[src/rtl/rob_commit_if.sv]
// Bus between decode, writeback, issue and retire on one side and the reorder buffer on the other.
// Carries allocation, result capture, operand reads and the in-order commit stream.
`ifndef RobDepth
`define RobDepth 16
`endif

interface rob_commit_if #(
    parameter int ROB_DEPTH = `RobDepth,
    parameter int DATA      = 64
);
    localparam int ROB = $clog2(ROB_DEPTH);

    // regtype: 0 = GPR, 1 = FPR, 2 = CSR, 3 = none; only GPR (not x0) and FPR reach the RF.
    typedef struct packed {
        logic [1:0] regtype;
        logic [4:0] num;
    } RegFile_t;

    // Strobes flush_, alloc_e_, wb_e_, commit_e_ and com_we_ are active-low and act at the
    // edge that samples them. rob_full is the only back-pressure: an allocate issued while
    // it is high is dropped, so decode must hold off. The commit stream cannot be stalled.
    logic            flush_;
    logic            alloc_e_;
    RegFile_t        alloc_rd;
    logic [ROB-1:0]  alloc_rob_id;
    logic            rob_full;
    logic            rob_empty;
    logic            wb_e_;
    logic [ROB-1:0]  wb_rob_id;
    logic [DATA-1:0] wb_data;
    logic            wb_exp;
    logic [2*ROB-1:0]  rob_raddr;
    logic [2*DATA-1:0] rob_rdata;
    logic [1:0]      rob_ready;
    logic            commit_e_;
    logic [ROB-1:0]  com_rob_id;
    RegFile_t        com_rd;
    logic [DATA-1:0] com_data;
    logic            com_we_;
    logic            com_exp;

    modport master (
        output flush_, alloc_e_, alloc_rd, wb_e_, wb_rob_id, wb_data, wb_exp, rob_raddr,
        input  alloc_rob_id, rob_full, rob_empty, rob_rdata, rob_ready,
               commit_e_, com_rob_id, com_rd, com_data, com_we_, com_exp
    );

    modport slave (
        input  flush_, alloc_e_, alloc_rd, wb_e_, wb_rob_id, wb_data, wb_exp, rob_raddr,
        output alloc_rob_id, rob_full, rob_empty, rob_rdata, rob_ready,
               commit_e_, com_rob_id, com_rd, com_data, com_we_, com_exp
    );
endinterface

[src/rtl/rob_commit.sv]
// Reorder buffer: allocates IDs at decode, captures results at writeback, serves ROB operands
// to issue and retires the head entry in program order, one per cycle.
`ifndef RobDepth
`define RobDepth 16
`endif

module rob_commit #(
    parameter int ROB_DEPTH = `RobDepth,
    parameter int DATA      = 64
) (
    input  logic       clk,
    input  logic       reset,
    rob_commit_if.slave bus
);
    localparam int ROB = $clog2(ROB_DEPTH);
    localparam logic [1:0] REG_GPR = 2'd0;
    localparam logic [1:0] REG_FPR = 2'd1;

    // Same layout as RegFile_t in rob_commit_if.
    typedef struct packed {
        logic [1:0] regtype;
        logic [4:0] num;
    } rd_t;

    logic [ROB-1:0]       head;
    logic [ROB-1:0]       tail;
    logic [ROB:0]         count;
    logic [ROB_DEPTH-1:0] valid;
    logic [ROB_DEPTH-1:0] done;
    logic [ROB_DEPTH-1:0] exp;
    rd_t                  rd_mem   [ROB_DEPTH];
    logic [DATA-1:0]      data_mem [ROB_DEPTH];

    logic           full;
    logic           empty;
    logic           alloc_acc;
    logic           wb_hit;
    logic           commit;
    logic           head_writes_rf;
    rd_t            head_rd;
    logic [ROB-1:0] raddr [2];
    logic [ROB-1:0] occ_span;

    assign full  = (count == (ROB+1)'(ROB_DEPTH));
    assign empty = (count == '0);

    // Reset and flush both suppress allocate and commit in the cycle they are asserted.
    assign alloc_acc = !reset && bus.flush_ && !bus.alloc_e_ && !full;
    assign wb_hit    = !reset && bus.flush_ && !bus.wb_e_ && valid[bus.wb_rob_id];
    assign commit    = !reset && bus.flush_ && valid[head] && done[head];

    assign head_rd        = rd_mem[head];
    assign head_writes_rf = ((head_rd.regtype == REG_GPR) && (head_rd.num != 5'd0)) ||
                            (head_rd.regtype == REG_FPR);

    always_ff @(posedge clk) begin
        if (reset || !bus.flush_) begin
            head  <= '0;
            tail  <= '0;
            count <= '0;
            valid <= '0;
            done  <= '0;
            exp   <= '0;
        end else begin
            if (alloc_acc) begin
                valid[tail] <= 1'b1;
                done[tail]  <= 1'b0;
                exp[tail]   <= 1'b0;
                tail        <= tail + ROB'(1);
            end
            if (wb_hit) begin
                done[bus.wb_rob_id] <= 1'b1;
                exp[bus.wb_rob_id]  <= bus.wb_exp;
            end
            // A same-cycle writeback to the retiring entry cannot revive it: valid clear wins.
            if (commit) begin
                valid[head] <= 1'b0;
                head        <= head + ROB'(1);
            end
            count <= count + (ROB+1)'(alloc_acc) - (ROB+1)'(commit);
        end
    end

    // Payload storage carries no reset; valid/done gate every use of it.
    always_ff @(posedge clk) begin
        if (alloc_acc) begin
            rd_mem[tail] <= bus.alloc_rd;
        end
        if (wb_hit) begin
            data_mem[bus.wb_rob_id] <= bus.wb_data;
        end
    end

    assign bus.alloc_rob_id = tail;
    assign bus.rob_full     = full;
    assign bus.rob_empty    = empty;

    assign bus.commit_e_  = !commit;
    assign bus.com_rob_id = head;
    assign bus.com_rd     = head_rd;
    assign bus.com_data   = data_mem[head];
    assign bus.com_exp    = commit && exp[head];
    assign bus.com_we_    = !(commit && !exp[head] && head_writes_rf);

    assign raddr[0] = bus.rob_raddr[ROB-1:0];
    assign raddr[1] = bus.rob_raddr[2*ROB-1:ROB];

    // Port 0 is rs1 (low half), port 1 is rs2; a matching writeback is forwarded same cycle.
    always_comb begin
        bus.rob_ready = '0;
        bus.rob_rdata = '0;
        for (int i = 0; i < 2; i++) begin
            if (!bus.wb_e_ && (bus.wb_rob_id == raddr[i]) && valid[raddr[i]]) begin
                bus.rob_ready[i]             = 1'b1;
                bus.rob_rdata[i*DATA +: DATA] = bus.wb_data;
            end else begin
                bus.rob_ready[i]             = valid[raddr[i]] && done[raddr[i]];
                bus.rob_rdata[i*DATA +: DATA] = data_mem[raddr[i]];
            end
        end
    end

    assign occ_span = tail - head;

    a_no_commit_empty: assert property (@(posedge clk) disable iff (reset) !(commit && empty));
    a_count_bound:     assert property (@(posedge clk) disable iff (reset)
                                        count <= (ROB+1)'(ROB_DEPTH));
    a_ptr_count:       assert property (@(posedge clk) disable iff (reset)
                                        full || (occ_span == count[ROB-1:0]));
endmodule

[src/flat_wrapper.sv]
// flat-port wrapper written by rule: the top's interface ports become plain ports
module rob_commit_flat 
#(
    parameter int ROB_DEPTH = `RobDepth,
    parameter int DATA      = 64
)
  (clk, reset, bus_flush_, bus_alloc_e_, bus_alloc_rd, bus_wb_e_, bus_wb_rob_id, bus_wb_data, bus_wb_exp, bus_rob_raddr, bus_alloc_rob_id, bus_rob_full, bus_rob_empty, bus_rob_rdata, bus_rob_ready, bus_commit_e_, bus_com_rob_id, bus_com_rd, bus_com_data, bus_com_we_, bus_com_exp);
  rob_commit_if #(.ROB_DEPTH(ROB_DEPTH), .DATA(DATA)) bus_i ();
  input  logic clk;
  input  logic reset;
  input wire logic [$bits(bus_i.flush_)-1:0] bus_flush_;
  input wire logic [$bits(bus_i.alloc_e_)-1:0] bus_alloc_e_;
  input wire logic [$bits(bus_i.alloc_rd)-1:0] bus_alloc_rd;
  input wire logic [$bits(bus_i.wb_e_)-1:0] bus_wb_e_;
  input wire logic [$bits(bus_i.wb_rob_id)-1:0] bus_wb_rob_id;
  input wire logic [$bits(bus_i.wb_data)-1:0] bus_wb_data;
  input wire logic [$bits(bus_i.wb_exp)-1:0] bus_wb_exp;
  input wire logic [$bits(bus_i.rob_raddr)-1:0] bus_rob_raddr;
  output wire logic [$bits(bus_i.alloc_rob_id)-1:0] bus_alloc_rob_id;
  output wire logic [$bits(bus_i.rob_full)-1:0] bus_rob_full;
  output wire logic [$bits(bus_i.rob_empty)-1:0] bus_rob_empty;
  output wire logic [$bits(bus_i.rob_rdata)-1:0] bus_rob_rdata;
  output wire logic [$bits(bus_i.rob_ready)-1:0] bus_rob_ready;
  output wire logic [$bits(bus_i.commit_e_)-1:0] bus_commit_e_;
  output wire logic [$bits(bus_i.com_rob_id)-1:0] bus_com_rob_id;
  output wire logic [$bits(bus_i.com_rd)-1:0] bus_com_rd;
  output wire logic [$bits(bus_i.com_data)-1:0] bus_com_data;
  output wire logic [$bits(bus_i.com_we_)-1:0] bus_com_we_;
  output wire logic [$bits(bus_i.com_exp)-1:0] bus_com_exp;
  assign bus_i.flush_ = bus_flush_;
  assign bus_i.alloc_e_ = bus_alloc_e_;
  assign bus_i.alloc_rd = bus_alloc_rd;
  assign bus_i.wb_e_ = bus_wb_e_;
  assign bus_i.wb_rob_id = bus_wb_rob_id;
  assign bus_i.wb_data = bus_wb_data;
  assign bus_i.wb_exp = bus_wb_exp;
  assign bus_i.rob_raddr = bus_rob_raddr;
  assign bus_alloc_rob_id = bus_i.alloc_rob_id;
  assign bus_rob_full = bus_i.rob_full;
  assign bus_rob_empty = bus_i.rob_empty;
  assign bus_rob_rdata = bus_i.rob_rdata;
  assign bus_rob_ready = bus_i.rob_ready;
  assign bus_commit_e_ = bus_i.commit_e_;
  assign bus_com_rob_id = bus_i.com_rob_id;
  assign bus_com_rd = bus_i.com_rd;
  assign bus_com_data = bus_i.com_data;
  assign bus_com_we_ = bus_i.com_we_;
  assign bus_com_exp = bus_i.com_exp;
  rob_commit #(.ROB_DEPTH(ROB_DEPTH), .DATA(DATA)) u_core (.clk(clk), .reset(reset), .bus(bus_i));
endmodule
[config.mk]
export PLATFORM = sky130hd
export DESIGN_NAME = rob_commit_flat
export DESIGN_NICKNAME = d
export VERILOG_FILES = /design/src/rtl/rob_commit_if.sv /design/src/rtl/rob_commit.sv /design/src/flat_wrapper.sv
export SDC_FILE = /design/constraint.sdc
export NUM_CORES = 1
export LEC_CHECK = 0
export ABC_CLOCK_PERIOD_IN_PS = 3300
export BUFFER_PORTS_ARGS = -buffer_cell sky130_fd_sc_hd__buf_2
export CAP_MARGIN = 30
export CORE_MARGIN = 2
export CORE_UTILIZATION = 56
export CTS_CLUSTER_SIZE = 24
export DETAILED_ROUTE_END_ITERATION = 12
export HOLD_SLACK_MARGIN = 0.1
export PLACE_DENSITY = 0.83
export SYNTH_ARGS = -nofsm -noshare
export SYNTH_HDL_FRONTEND = slang
export SYNTH_SLANG_ARGS = --single-unit
[constraint.sdc]
create_clock -name clk -period 3.3 [get_ports clk]
set_input_delay 0.33 -clock clk [delete_from_list [all_inputs] [get_ports clk]]
set_output_delay 0.33 -clock clk [all_outputs]
set_load 0.005 [all_outputs]
Word-level counts from Yosys, hierarchy flattened
Memories as Yosys holds them, arrays and structs flattened. A register that Yosys moved wholly into a read port is not among the register bits. Cells that the tools add are included.

Add/subtract/negate cells: 4. Multiply operators: 0. Divide/modulo/power cells: 0. Order comparisons: 8. Equal/unequal tests: 4. Shift operators: 0. Mux-type cells: 44. Bitwise logic cells: 7. Reductions and logical operators: 33.

Operators with widths (count): 16-bit two-way mux (9); 64-bit two-way mux (2); 16-bit AND (3); 1-bit binary-select mux with 4-bit select (8); 16-bit NOT (2); 16-bit bitwise OR (2); 4-bit by 5-bit less-than comparator with 1-bit output (second input constant) (5); 1-bit logical AND (20); 1-bit two-way mux (17); 16-bit bitwise mux (1); 4-bit two-way mux (4); 1-bit demux with 4-bit select (3); 4-bit by 1-bit >= comparator with 1-bit output (second input constant) (3); 4-bit by 1-bit adder with 4-bit output (second input constant) (2); 4-bit equality test (2); 1-bit logical NOT (8); 5-bit by 1-bit adder with 5-bit output (1); 5-bit equality test (second input constant) (1); 5-bit logical NOT (1); 5-bit nonzero test (1); 5-bit by 1-bit subtractor with 5-bit output (1); 2-bit by 1-bit equality test with 1-bit output (second input constant) (1); 2-bit logical NOT (1); 1-bit logical OR (2).

Bits in registers: 61. Bits in latches: 0. Bits in writable memories: 1136. Memory bits (read-only): 0. Output and inout bits: 214. Logic and storage cells: 108. Memories kept: 2.

Memory list: u_core.data_mem (words 16, width 64, rd ports 3, clocked after memory_dff 1, wr ports 1, line rob_commit.sv:32) `logic [DATA-1:0] data_mem [ROB_DEPTH];`; u_core.rd_mem (words 16, width 7, rd ports 1, clocked after memory_dff 1, wr ports 1, line rob_commit.sv:31) `rd_t rd_mem [ROB_DEPTH];`.

Longest topological paths before layout
Word-level depth: 10. Mapped depth: 15. Gate-level depth less buffers: 13.

Least setup slack after synthesis
OpenSTA, ideal clock, no wires.

Path kind: reg-to-reg. From: register u_core.head[0], in the netlist u_core.bus.com_rob_id[0]. To: register u_core.count[4]. Setup time: 128 ps. Data arrival time: 3293 ps. Data required time: 3172 ps. Setup slack: -120 ps. Cell stages (with the launch flop): 16. Path buffers: 2. Path through: dfxtp_1 -> buf_4 -> mux4_2 -> a22o_1 -> a221oi_1 -> a21oi_1 -> buf_2 -> ha_1 -> inv_1 -> ha_1 -> fa_1 -> a21oi_1 -> nor2_1 -> nor2_1 -> xnor2_1 -> nor2_1.

Longest elaborated chain between the ends: 5.

Ends and longest elaborated chain: start: declaration (line rob_commit.sv:25) `logic [ROB-1:0] head;`; start signal: assignment (line rob_commit.sv:78) `head <= head + ROB'(1);`; 1-bit binary-select mux with 4-bit select (line rob_commit.sv:50) `assign commit = !reset && bus.flush_ && valid[head] && done[head];`; 1-bit two-way mux (implied by the code) (line rob_commit.sv:50); 1-bit logical AND (line rob_commit.sv:50); 1-bit logical AND (*) (line rob_commit.sv:50); 5-bit by 1-bit subtractor with 5-bit output (*) (line rob_commit.sv:80) `count <= count + (ROB+1)'(alloc_acc) - (ROB+1)'(commit);`; end signal: assignment (line rob_commit.sv:80); end: declaration (line rob_commit.sv:27) `logic [ROB:0] count;`.

Mark *: on every way between the ends. The rest lies on a longest branch, timed or not. The select of a mux whose other input is x is not followed. A chain may end at the register's enable or synchronous reset.

Worst setup path after layout
From: register u_core.valid[4]. To: output bus_rob_rdata[16].

Longest elaborated chain between the ends: 4.

Ends and longest elaborated chain: start: declaration (line rob_commit.sv:28) `logic [ROB_DEPTH-1:0] valid;`; start signal: assignment (line rob_commit.sv:61) `valid <= '0;`; start signal: indexed assignment (line rob_commit.sv:66) `valid[tail] <= 1'b1;`; start signal: indexed assignment (line rob_commit.sv:77) `valid[head] <= 1'b0;`; 1-bit binary-select mux with 4-bit select (line rob_commit.sv:113) `if (!bus.wb_e_ && (bus.wb_rob_id == raddr[i]) && valid[raddr[i]]) begin`; 1-bit two-way mux (implied by the code) (line rob_commit.sv:113); 1-bit logical AND (line rob_commit.sv:113); 64-bit two-way mux (line rob_commit.sv:113); end: declaration (line flat_wrapper.sv:22) `output wire logic [$bits(bus_i.rob_rdata)-1:0] bus_rob_rdata;`.

No other way between the ends. The select of a mux whose other input is x is not followed.

==> impl_metrics.ini <==
[setup_path]
critPathCaptureType = primary output
setup.worst_path.start_class = flop
critPathKind = flop to primary output
cp_data_required_time_ps = 2970
critPathMaxFanout = 6
data_arrival_at_the_endpoint_of_the_critical_path_ps = 3180

[job]
cap_violations = 0

[grt]
grt_pass1_vias = 39590
grt-busiest-layer = met2
globalRoute.totalOverflow = 0
number_of_antenna_violations_at_the_first_check_in_global_routing = 9
grtUsageMet2_pct = 52.49
grt_use_total_pct = 33.04
largest_net_degree_at_the_start_of_global_routing = 82
gr-usage-met3_pct = 7.728
grt_first_pass_wirelength_um = 277400
grt_use_met1_pct = 43.68

[power_and_ir_drop]
p_total_mw = 33.24
vdd.ir_drop.worst_v = 0.0004699
pwr_density_cell_mw_per_mm2 = 445.4
p_leak_nw = 24.12

[detailed_routing]
wire_per_inst_um = 38.83
detail_route.vias_per_cell = 7.758
drt-initial-drc-count = 6348
drt_drc_violations_left = 0
vias = 38610
firstDrtPassIters = 5
routed_wirelength_um = 193200
detail-route-antenna-nets = 0

[floorplan]
die_width_um = 341.3
coreArea_mm2 = 0.1127
dieHeight_um = 341.3
floorplan.initialDensity_pct = 56.56
core.rowCount = 123
pin_count = 303
design.die.area_mm2 = 0.1165

[logic_synthesis]
syn-mean-instance-area_um2 = 21.76
synth.yosys.seq_area_share_pct = 55.58
netlist-cell-type-count = 52
yosys_warnings = 0
synth_enable_flop_cells = 1136
netlist_instances = 2928
post_synth_arst_share_pct = 0
ys_seq_elements = 1201
synthesis.area_mm2 = 0.06372
synth_ff_type = sky130_fd_sc_hd__edfxtp_1
mappedNetlistNets = 3032

[timing]
fmax_ghz = 0.2850
fin_worst_hold_slack_ps = 155.4
timing.final.ws_setup_ps = -209.0
timing.final.max_slew_violations = 0
timing.final.crit_share_pct = 106.3
tns_ps = -16540
relSlewSlack_pct = 29.58
period_needed_ps = 3509
max_slew.worst_pin.slew_ps = 1050
fin_worst_skew_ps = 21.62
rsz0062_at_grt = yes
report.final.setup_viol = 128
hold_viol_final = 0

[placed_design]
buffers_on_ports = 302
post-dp-hpwl_um = 108700
routability_congestion_estimate = 0.8950

[clocking]
cts-root-buf = sky130_fd_sc_hd__clkbuf_16
clk_path_buf_depth = 3
cts_made_buffers = 120
cts.sink_count = 1201
clkLatencyLatePin_ps = 730
worst_setup_hold_path_clk_slew_ps = 60
cts_tree = built
ctsHtreeMaxLevel = 3

[final_layout]
drive_gt1_share_pct = 53.96
final_net_count = 3475
finalCoreUtilization_pct = 66.25
area_growth_syn_to_layout_pct = 17.12

[hold_path]
hp-class = input pin to flop

[run_status]
run_status = complete, but fails checks
violations = negative setup slack
synth_stat cells (all sizes together), types with 14 or more instances:
cell	number	area share (%)
edfxtp	1136	54
mux4	1025	36
clkbuf	131	0.77
mux2	131	3.0
buf	127	1.4
dfxtp	65	2.0
inv	41	0.24
a21oi	35	0.27
nand2	32	0.24
nor2	31	0.18
nand3	30	0.24
o21ai	18	0.14
a31oi	16	0.16
ha	14	0.27
repair_timing:
item | CTS | global route
gates cloned | 15 | 6
pin swaps | 2 | 1
buffers inserted | 30 | 11
hold endpoints to repair | 1154 | 0
resized for setup | 155 | 48
endpoints found under the setup margin | 189 | 153
hold buffers | 74 | 0
flip-flops by register name, summed over array words and instances (netlist names), named ones only:
| name | cells |
|---|---|
| u_core.data_mem | 1024 |
| u_core.count | 5 |
| u_core.valid | 16 |
| u_core.bus.com_rob_id | 4 |
| u_core.bus.alloc_rob_id | 4 |
| u_core.done | 16 |
| u_core.exp | 16 |
| u_core.rd_mem | 112 |
through the flow:
| step | instances | worst slack, ps | cell area [um^2] |
|---|---|---|---|
| 6_report | 4977 | -209.0 | 74630 |
| 5_1_grt | 4976 | -218.5 | 74630 |
| 4_1_cts | 4963 | -205.2 | 74250 |
| 3_5_place_dp | 4619 | 86.04 | 67990 |
| 3_3_place_gp | 4619 | -37.15 | 67990 |
| 2_1_floorplan | 2928 | 11.33 | 63740 |
kinds of logic after synthesis:
group / count (synthesis) / synth area share (%)
flops: 1201 / 55.58
mux: 1166 / 39.41
buf+inv: 299 / 2.451
simple gates: 138 / 1.163
compound gates: 94 / 0.8856
xor+xnor: 15 / 0.2062
fa+ha+maj: 15 / 0.3063
layer usage:
| metal | up-vias | share of wire, % |
|---|---|---|
| li1 | 14140 | - |
| met3 | 664 | 13 |
| met1 | 20200 | 33 |
| met2 | 3594 | 49 |
| met4 | 10 | 5.4 |
| met5 | - | 0.031 |
power by group:
group | switching, mW | internal, mW | total, mW
clock network | 6.00 | 7.85 | 13.8
registers | 0.00367 | 16.6 | 16.7
logic | 1.29 | 1.45 | 2.74
critical path, cell delays in order (launching register included):
cell and delay, ps:
sky130_fd_sc_hd__dfxtp_2 320, sky130_fd_sc_hd__buf_6 120, sky130_fd_sc_hd__mux4_2 460, sky130_fd_sc_hd__mux4_2 560, sky130_fd_sc_hd__nand2_8 160, sky130_fd_sc_hd__buf_12 200, sky130_fd_sc_hd__clkbuf_16 200, sky130_fd_sc_hd__mux2_4 310
sky130_fd_sc_hd__buf_6 120
cell usage in the layout (no fill, tap or decap), types with 6 or more instances in the layout:
| cell type | n |
|---|---|
| sky130_fd_sc_hd__mux2_4 | 125 |
| sky130_fd_sc_hd__o21ai_0 | 17 |
| sky130_fd_sc_hd__nor2b_1 | 7 |
| sky130_fd_sc_hd__a31oi_1 | 16 |
| sky130_fd_sc_hd__clkbuf_1 | 29 |
| sky130_fd_sc_hd__xnor2_1 | 10 |
| sky130_fd_sc_hd__bufinv_16 | 13 |
| sky130_fd_sc_hd__mux2i_1 | 10 |
| sky130_fd_sc_hd__buf_16 | 22 |
| sky130_fd_sc_hd__buf_6 | 132 |
| sky130_fd_sc_hd__buf_2 | 178 |
| sky130_fd_sc_hd__clkinv_2 | 21 |
| sky130_fd_sc_hd__buf_12 | 92 |
| sky130_fd_sc_hd__a22oi_1 | 6 |
| sky130_fd_sc_hd__dfxtp_2 | 6 |
| sky130_fd_sc_hd__buf_4 | 67 |
| sky130_fd_sc_hd__inv_4 | 12 |
| sky130_fd_sc_hd__buf_8 | 6 |
| sky130_fd_sc_hd__dfxtp_1 | 54 |
| sky130_fd_sc_hd__inv_1 | 29 |
| sky130_fd_sc_hd__inv_6 | 6 |
| sky130_fd_sc_hd__nand3_1 | 30 |
| sky130_fd_sc_hd__ha_1 | 14 |
| sky130_fd_sc_hd__dlygate4sd3_1 | 74 |
| sky130_fd_sc_hd__clkinv_1 | 25 |
| sky130_fd_sc_hd__edfxtp_1 | 1136 |
| sky130_fd_sc_hd__a21oi_1 | 33 |
| sky130_fd_sc_hd__mux4_2 | 1025 |
| sky130_fd_sc_hd__nor2_1 | 30 |
| sky130_fd_sc_hd__clkbuf_16 | 127 |
| sky130_fd_sc_hd__nand2_1 | 30 |
worst paths after layout:
kind / start / to / slack, ps / cells after the start
setup / recovery: u_core.valid[4] / bus_rob_rdata[16] / -210 / 8
hold / removal: bus_wb_rob_id[3] / u_core.exp[0] / 160 / 4
setup reg to reg: u_core.bus.com_rob_id[0] / u_core.count[4] / 200 / 14
hold reg to reg: u_core.exp[6] / u_core.exp[6] / 490 / 2
layout make-up:
class / instances / area [um^2]
fill: 6904 / 38030
antenna: 2 / 5.005
multi-input combinational: 1428 / 26830
sequential: 1201 / 35440
timing repair buffer: 579 / 6374
clock inverter: 72 / 723.2
tap: 1500 / 1877
inverter: 41 / 183.9
clock buffer: 154 / 3192
Note: power is estimated with default switching activity, not from simulation.
